<file path="src/rtl/if_fetch_unit.sv">
// ---------------------------------------------------------------------------
// if_fetch_unit
//   Instruction-fetch stage feeding the IF/ID pipeline register. Owns the PC,
//   issues one request at a time on a req/gnt/rvalid instruction-memory port,
//   and presents {pc, instr} with a one-cycle valid. Taken branches resolved
//   in ID redirect the PC. A fetched word that arrives while ID is stalled is
//   parked in a one-entry skid register.
//
// Ports
//   clk_i            clock, rising edge
//   rst_i            synchronous active-high reset
//   start_i          run enable, sampled only while idle
//   stall_i          hazard stall from ID (also gates IF/ID)
//   branch_i         taken branch/jump resolved in ID this cycle
//   branch_target_i  redirect PC, valid with branch_i
//   imem_req_o       memory request
//   imem_addr_o      request address (current PC)
//   imem_gnt_i       request accepted
//   imem_rvalid_i    read data valid
//   imem_rdata_i     instruction word
//   pc_o             PC of the presented instruction
//   instr_o          presented instruction
//   instr_valid_o    new instruction presented this cycle
//   flush_o          IF/ID flush (same-cycle copy of branch_i)
//   fetch_stall_o    no instruction available (inverse of instr_valid_o)
// ---------------------------------------------------------------------------
module if_fetch_unit #(
    parameter logic [31:0] RESET_PC = 32'h0000_0000,
    parameter int unsigned PC_STEP  = 4
) (
    input  logic        clk_i,
    input  logic        rst_i,
    input  logic        start_i,
    input  logic        stall_i,
    input  logic        branch_i,
    input  logic [31:0] branch_target_i,
    output logic        imem_req_o,
    output logic [31:0] imem_addr_o,
    input  logic        imem_gnt_i,
    input  logic        imem_rvalid_i,
    input  logic [31:0] imem_rdata_i,
    output logic [31:0] pc_o,
    output logic [31:0] instr_o,
    output logic        instr_valid_o,
    output logic        flush_o,
    output logic        fetch_stall_o
);

    localparam logic [31:0] PC_STEP_W = 32'(PC_STEP);

    typedef enum logic [2:0] {
        ST_IDLE = 3'd0,
        ST_REQ  = 3'd1,
        ST_WAIT = 3'd2,
        ST_HOLD = 3'd3,
        ST_DROP = 3'd4
    } state_e;

    state_e      state_r, state_s;
    logic [31:0] pc_r, pc_s;
    logic [31:0] req_pc_r, req_pc_s;
    logic [31:0] skid_pc_r, skid_pc_s;
    logic [31:0] skid_instr_r, skid_instr_s;
    logic [31:0] out_pc_r, out_pc_s;
    logic [31:0] out_instr_r, out_instr_s;
    logic        out_valid_r, out_valid_s;
    logic        load_s;
    logic [31:0] load_pc_s;
    logic [31:0] load_instr_s;
    logic [31:0] next_seq_pc_s;

    // Next-state, PC and output-register load decisions.
    always_comb begin
        state_s      = state_r;
        pc_s         = pc_r;
        req_pc_s     = req_pc_r;
        skid_pc_s    = skid_pc_r;
        skid_instr_s = skid_instr_r;
        load_s       = 1'b0;
        load_pc_s    = 32'h0000_0000;
        load_instr_s = 32'h0000_0000;
        // Sequential successor wraps naturally at 2^32.
        next_seq_pc_s = req_pc_r + PC_STEP_W;

        case (state_r)
            ST_IDLE: begin
                if (start_i) begin
                    state_s = ST_REQ;
                end else begin
                    state_s = ST_IDLE;
                end
            end
            ST_REQ: begin
                if (branch_i) begin
                    pc_s = branch_target_i;
                    // A request granted in the same cycle is now stale.
                    if (imem_gnt_i) begin
                        state_s = ST_DROP;
                    end else begin
                        state_s = ST_REQ;
                    end
                end else if (imem_gnt_i) begin
                    req_pc_s = pc_r;
                    state_s  = ST_WAIT;
                end else begin
                    state_s = ST_REQ;
                end
            end
            ST_WAIT: begin
                if (branch_i) begin
                    pc_s = branch_target_i;
                    // Response in the branch cycle is discarded on the spot;
                    // otherwise wait for it in DROP so it is never presented.
                    if (imem_rvalid_i) begin
                        state_s = ST_REQ;
                    end else begin
                        state_s = ST_DROP;
                    end
                end else if (imem_rvalid_i) begin
                    pc_s = next_seq_pc_s;
                    if (stall_i) begin
                        skid_pc_s    = req_pc_r;
                        skid_instr_s = imem_rdata_i;
                        state_s      = ST_HOLD;
                    end else begin
                        load_s       = 1'b1;
                        load_pc_s    = req_pc_r;
                        load_instr_s = imem_rdata_i;
                        state_s      = ST_REQ;
                    end
                end else begin
                    state_s = ST_WAIT;
                end
            end
            ST_HOLD: begin
                if (branch_i) begin
                    pc_s    = branch_target_i;
                    state_s = ST_REQ;
                end else if (!stall_i) begin
                    load_s       = 1'b1;
                    load_pc_s    = skid_pc_r;
                    load_instr_s = skid_instr_r;
                    state_s      = ST_REQ;
                end else begin
                    state_s = ST_HOLD;
                end
            end
            ST_DROP: begin
                if (branch_i) begin
                    pc_s = branch_target_i;
                end else begin
                    pc_s = pc_r;
                end
                if (imem_rvalid_i) begin
                    state_s = ST_REQ;
                end else begin
                    state_s = ST_DROP;
                end
            end
            default: begin
                state_s = ST_IDLE;
            end
        endcase
    end

    // Output register: load wins, otherwise hold under stall, else clear valid.
    always_comb begin
        out_pc_s    = out_pc_r;
        out_instr_s = out_instr_r;
        out_valid_s = 1'b0;
        if (load_s) begin
            out_pc_s    = load_pc_s;
            out_instr_s = load_instr_s;
            out_valid_s = 1'b1;
        end else if (stall_i && !branch_i) begin
            out_valid_s = out_valid_r;
        end else begin
            out_valid_s = 1'b0;
        end
    end

    // State and datapath registers with synchronous reset.
    always_ff @(posedge clk_i) begin
        if (rst_i) begin
            state_r      <= ST_IDLE;
            pc_r         <= RESET_PC;
            req_pc_r     <= 32'h0000_0000;
            skid_pc_r    <= 32'h0000_0000;
            skid_instr_r <= 32'h0000_0000;
            out_pc_r     <= 32'h0000_0000;
            out_instr_r  <= 32'h0000_0000;
            out_valid_r  <= 1'b0;
        end else begin
            state_r      <= state_s;
            pc_r         <= pc_s;
            req_pc_r     <= req_pc_s;
            skid_pc_r    <= skid_pc_s;
            skid_instr_r <= skid_instr_s;
            out_pc_r     <= out_pc_s;
            out_instr_r  <= out_instr_s;
            out_valid_r  <= out_valid_s;
        end
    end

    assign imem_req_o    = (state_r == ST_REQ);
    assign imem_addr_o   = pc_r;
    assign pc_o          = out_pc_r;
    assign instr_o       = out_instr_r;
    assign instr_valid_o = out_valid_r;
    assign flush_o       = branch_i;
    assign fetch_stall_o = !out_valid_r;

endmodule

</file>
<file path="config.mk">
export PLATFORM = sky130hd
export DESIGN_NAME = if_fetch_unit
export DESIGN_NICKNAME = d
export VERILOG_FILES = /design/src/rtl/if_fetch_unit.sv
export SDC_FILE = /design/constraint.sdc
export NUM_CORES = 1
export LEC_CHECK = 0
export CAP_MARGIN = 30
export CORE_AREA = 2 2 158 160
export CTS_CLUSTER_DIAMETER = 80
export DETAILED_ROUTE_END_ITERATION = 6
export DIE_AREA = 0 0 160 162
export HOLD_SLACK_MARGIN = 0.05
export RECOVER_POWER = 50
export SYNTH_ARGS = -nofsm -noshare
export SYNTH_HDL_FRONTEND = slang
export SYNTH_SLANG_ARGS = --single-unit
</file>
<file path="constraint.sdc">
create_clock -name clk_i -period 5.3 [get_ports clk_i]
set_clock_uncertainty 0.1 [all_clocks]
set_input_delay 0.53 -clock clk_i [delete_from_list [all_inputs] [get_ports clk_i]]
set_output_delay 0.53 -clock clk_i [all_outputs]
set_load 0.01 [all_outputs]
</file>
* Word level (Yosys, flattened, before mapping) *
Index checks and enable logic that the tools add are counted.

word-level totals
  register bits = 196
  bits of input ports = 71

cells by class
  add/subtract/negate cells = 1
  eq/ne operators = 7
  muxes and demuxes = 33
  bitwise gates (word level) = 1
  reductions and logical operators = 9

operators with widths
  cell                                                    number
  two-way mux 32 bit                                      13
  case mux 32 bit (2 select lines)                        3
  adder 32 x 3 -> 32 bit (second input constant)          1
  two-way mux 3 bit                                       6
  case mux 3 bit (5 select lines)                         1
  two-way mux 1 bit                                       7
  == test 3 x 2 -> 1 bit (second input constant)          2
  AND reduction 3 bit                                     2
  two-way mux 2 bit                                       2
  AND reduction 4 bit                                     1
  == test 3 x 1 -> 1 bit (second input constant)          1
  == test 3 bit (second input constant)                   1
  logical NOT 3 bit                                       1
  inequality test 3 bit (second input constant)           1
  OR reduction 3 bit                                      1
  logical NOT 1 bit                                       2
  inequality test 2 x 1 -> 1 bit (second input constant)  1
  inequality test 2 bit (second input constant)           1
  case mux 1 bit (2 select lines)                         1
  nonzero test 2 bit                                      1
  logical AND 1 bit                                       1
  inverter 1 bit                                          1

* Logic depth before layout (Yosys ltp) *
  depth after elaboration = 5
  gate-level depth with buffers = 8
  mapped depth without buffers = 6

* Least setup slack after synthesis *
OpenSTA, ideal clock, no wires.

  path type = input to register
  start point = input branch_i
  end point = register pc_r[25] (netlist: imem_addr_o[25])
  setup time = 74 ps
  arrival time = 1804 ps
  setup slack = 3322 ps
  cell stages on the path = 7
  buffers on the path = 2
  cell sequence = buf_2 > o21ai_1 > a21oi_1 > clkbuf_1 > nor3_1 > a211o_1 > a31oi_1

between the ends
  longest elaborated chain between the ends = 2
  elaborated cells between the ends (all ways) = 5
  those cells by class = eq/ne: 2; mux: 2; reduce/logical: 1

RTL lines
  what                                                                                      RTL line  text
  from (decl)                                                                               35        input logic branch_i,
  inequality test 3 bit (no line), or another cell as far along                             -
  AND reduction 3 bit (no line) / case mux 32 bit (2 select lines) (equally long branches)  -
  to (signal assigned)                                                                      195       pc_r <= pc_s;
  to (decl)                                                                                 60        logic [31:0] pc_r, pc_s;

Several ways; a longest one is shown, not always the timed one.
A chain may end at the register's enable or synchronous reset.

* Final worst setup path *
  start point = input imem_rvalid_i
  end point = register skid_pc_r[10]

between the ends
  longest elaborated chain between the ends = 1

RTL lines
  what                           RTL line  text
  from (decl)                    40        input logic imem_rvalid_i,
  AND reduction 4 bit (no line)  -
  to (signal assigned)           197       skid_pc_r <= skid_pc_s;
  to (decl)                      62        logic [31:0] skid_pc_r, skid_pc_s;

No other way between the ends.

==> metrics.txt <==
grt total ovfl 0; # clock sinks 196; met2 wire len 11.7 mm; final number of setup-violating endpoints 0; Adder-Cell Fraction of Synth Area 0.149%; relative slew slack 12.0%; CTS tree built; Synth top area share 46.8%; gr usage total 18.9%; Initial Utilization 34.8%; CP Class in -> reg; Worst-path clk slew 70 ps; Seq/Total Area, Yosys 46.8%; DR pass1 iterations 5; CTS Buffer Depth 2; sw frac 26.2%; Post-synth EDFFs 0; io pins 171; Die X 160 µm; final setup TNS 0 ps; # DRC 0; vias per inst 5.20; CTS Buf Count 17; largest net degree at the start of global routing 126; logic gate share of total power 8.4%; Post-CTS Hold Buffers 0; Slew @ Worst Pin 1320 ps; min Tclk post-route 3830 ps; Req. time, crit path 5550 ps; VDD IR-drop max 183 µV; Synth Flop Type dfxtp_1; synth cell count leaders nand2_1, dfxtp_1, a21oi_1; top routing layer in use met4; global-route wire length before repair 39.3 mm; PD cells 281 nW/µm²; initial antenna violation count 1; syn_area_per_cell 8.02 µm²; dpl hpwl 16.1 mm; P_leak 0.00354 µW; Post-CTS Setup Bufs 0; post-synthesis net count 1118; DIE AREA 25900 µm²; Slew Viols, Final 0; power share of the clock group 41.5%; status finished, final reports clean; Post-Syn Instances 1046; Hold Worst Slack 354 ps; crit-path max FO 42; CTS root buf clkbuf_16; flops & latches, synth 196; met3 wire length 1.06 mm; Final Hold Viols 0; Row Count 57; Yosys warning count 0; DIE HEIGHT 162 µm; internal power 2240 µW; Routed WL 24.7 mm; Max-Cap Viols 0; CP endpoint kind flop; vias 7713; RSZ-0062 raised after global routing no; vias in the first global route 7094; synth-to-layout area growth 28.6%; nets 1218; Avg WL per Cell 16.6 µm; Async S/R FF share, synth 0%; flop-to-flop setup slack 1720 ps; gpl congestion 0.871; combinational family with the most area after synthesis compound AO/OA/AOI/OAI gates; worst path arrival time 4090 ps; core footprint 24100 µm²; Clk Latency, worst-skew pair 430 ps; # H-tree levels 4; Post-Synth Simple-Gate Area 21.3%; Synth Area in Compound Gates 23.3%; Net Switching 796 µW; post-CTS resize count 0; Seq pwr share 50.1%; Final Cycle Share 72.4%; Area contributors post-synth dfxtp_1, nand2_1, a21oi_1, a211oi_1, a22oi_1; first-iteration detailed-routing DRC count 663; share of layout cells above drive strength 1 5.44%; Final ANT Viol Nets 0; Hold WC Path Type reg -> reg; post-synthesis xor/xnor area fraction 2.71%; mux cell area share after synthesis 0.119%; Distinct cells, synth 50; met1 WL 11.4 mm; most frequent cell after synthesis nand2_1; Mapped Area 8390 µm²; startpoint class of the critical path primary input; leading area contributor after synthesis dfxtp_1; I/O Buffers 170; f_max 261 MHz
## critical path: stages
cell and delay [ps]:
dlygate4sd3_1 680, nor4bb_1 390, clkbuf_1 990, and3_2 950, buf_4 320, nand2_1 70, a21oi_1 120
## state kept, by name (all words and copies together) (netlist names)
name,flops
skid_instr_r,32
state_r,3
imem_addr_o,32
req_pc_r,32
instr_valid_o,1
instr_o,32
skid_pc_r,32
pc_o,32
## power groups by stage
stage,registers (µW),logic [µW],clock network (µW)
3_3_place_gp,1550,257,0
5_1_grt,1520,276,1350
3_5_place_dp,1550,262,0
4_1_cts,1520,262,1290
6_report,1520,254,1260
2_1_floorplan,1550,117,0
## cells in the final DEF (no fill, tap or decap), drive strengths merged, types with 11 or more instances in the layout
cell type	synthesis	layout
a21oi	111	111
clkbuf	72	18
nand3	13	13
buf	34	17
nor3	22	22
clkdlybuf4s50	0	68
nor2	100	100
a211oi	71	71
nand2	226	226
dfxtp	196	196
dlygate4sd3	0	101
a22oi	64	64
a31oi	12	12
nor4	11	11
inv	8	16
xnor2	21	21
## kinds of logic after synthesis
logic type                 count (synthesis)
DFF                                      196
and+or+nand+nor                          409
xor gates and xnor gates                  26
muxes                                      1
AOI/OAI and AO/OA                        299
adders and majority gates                  1
buffers and inverters                    114
## metal layers
layer,up-vias,track usage (%)
li1,3874,-
met1,3630,26.2
met2,180,29.6
met3,29,3.86
met4,0,6.10
met5,-,0
## final cells by class
type,instances,area [µm²]
sequential,196,3920
timing repair buffer,187,1850
clock buffer,17,425
inverter,8,30.0
multi-input combinational,736,4010
clock inverter,15,141
tap,324,405
fill,2438,13300
antenna,1,2.50
## per-stage QoR
stage,power [µW],std cells,area [µm²],util [%],setup WS [ps]
after floorplan,1670,1046,8390,-,3320
final,3030,1484,10800,44.8,1470
after global routing,3150,1484,10800,44.8,1110
after CTS,3070,1482,10800,44.7,2280
after global placement,1810,1449,10200,42.3,1890
after detailed placement,1820,1450,10200,42.4,1840
## path summary, 6_finish.rpt
check	startpoint	endpoint	cells after the start
hold reg to reg	skid_pc_r[0]	skid_pc_r[0]	2
hold / removal	skid_pc_r[0]	skid_pc_r[0]	2
setup / recovery	imem_rvalid_i	skid_pc_r[10]	7
setup reg to reg	state_r[1]	skid_pc_r[10]	6
Note: power is estimated with default switching activity, not from simulation.
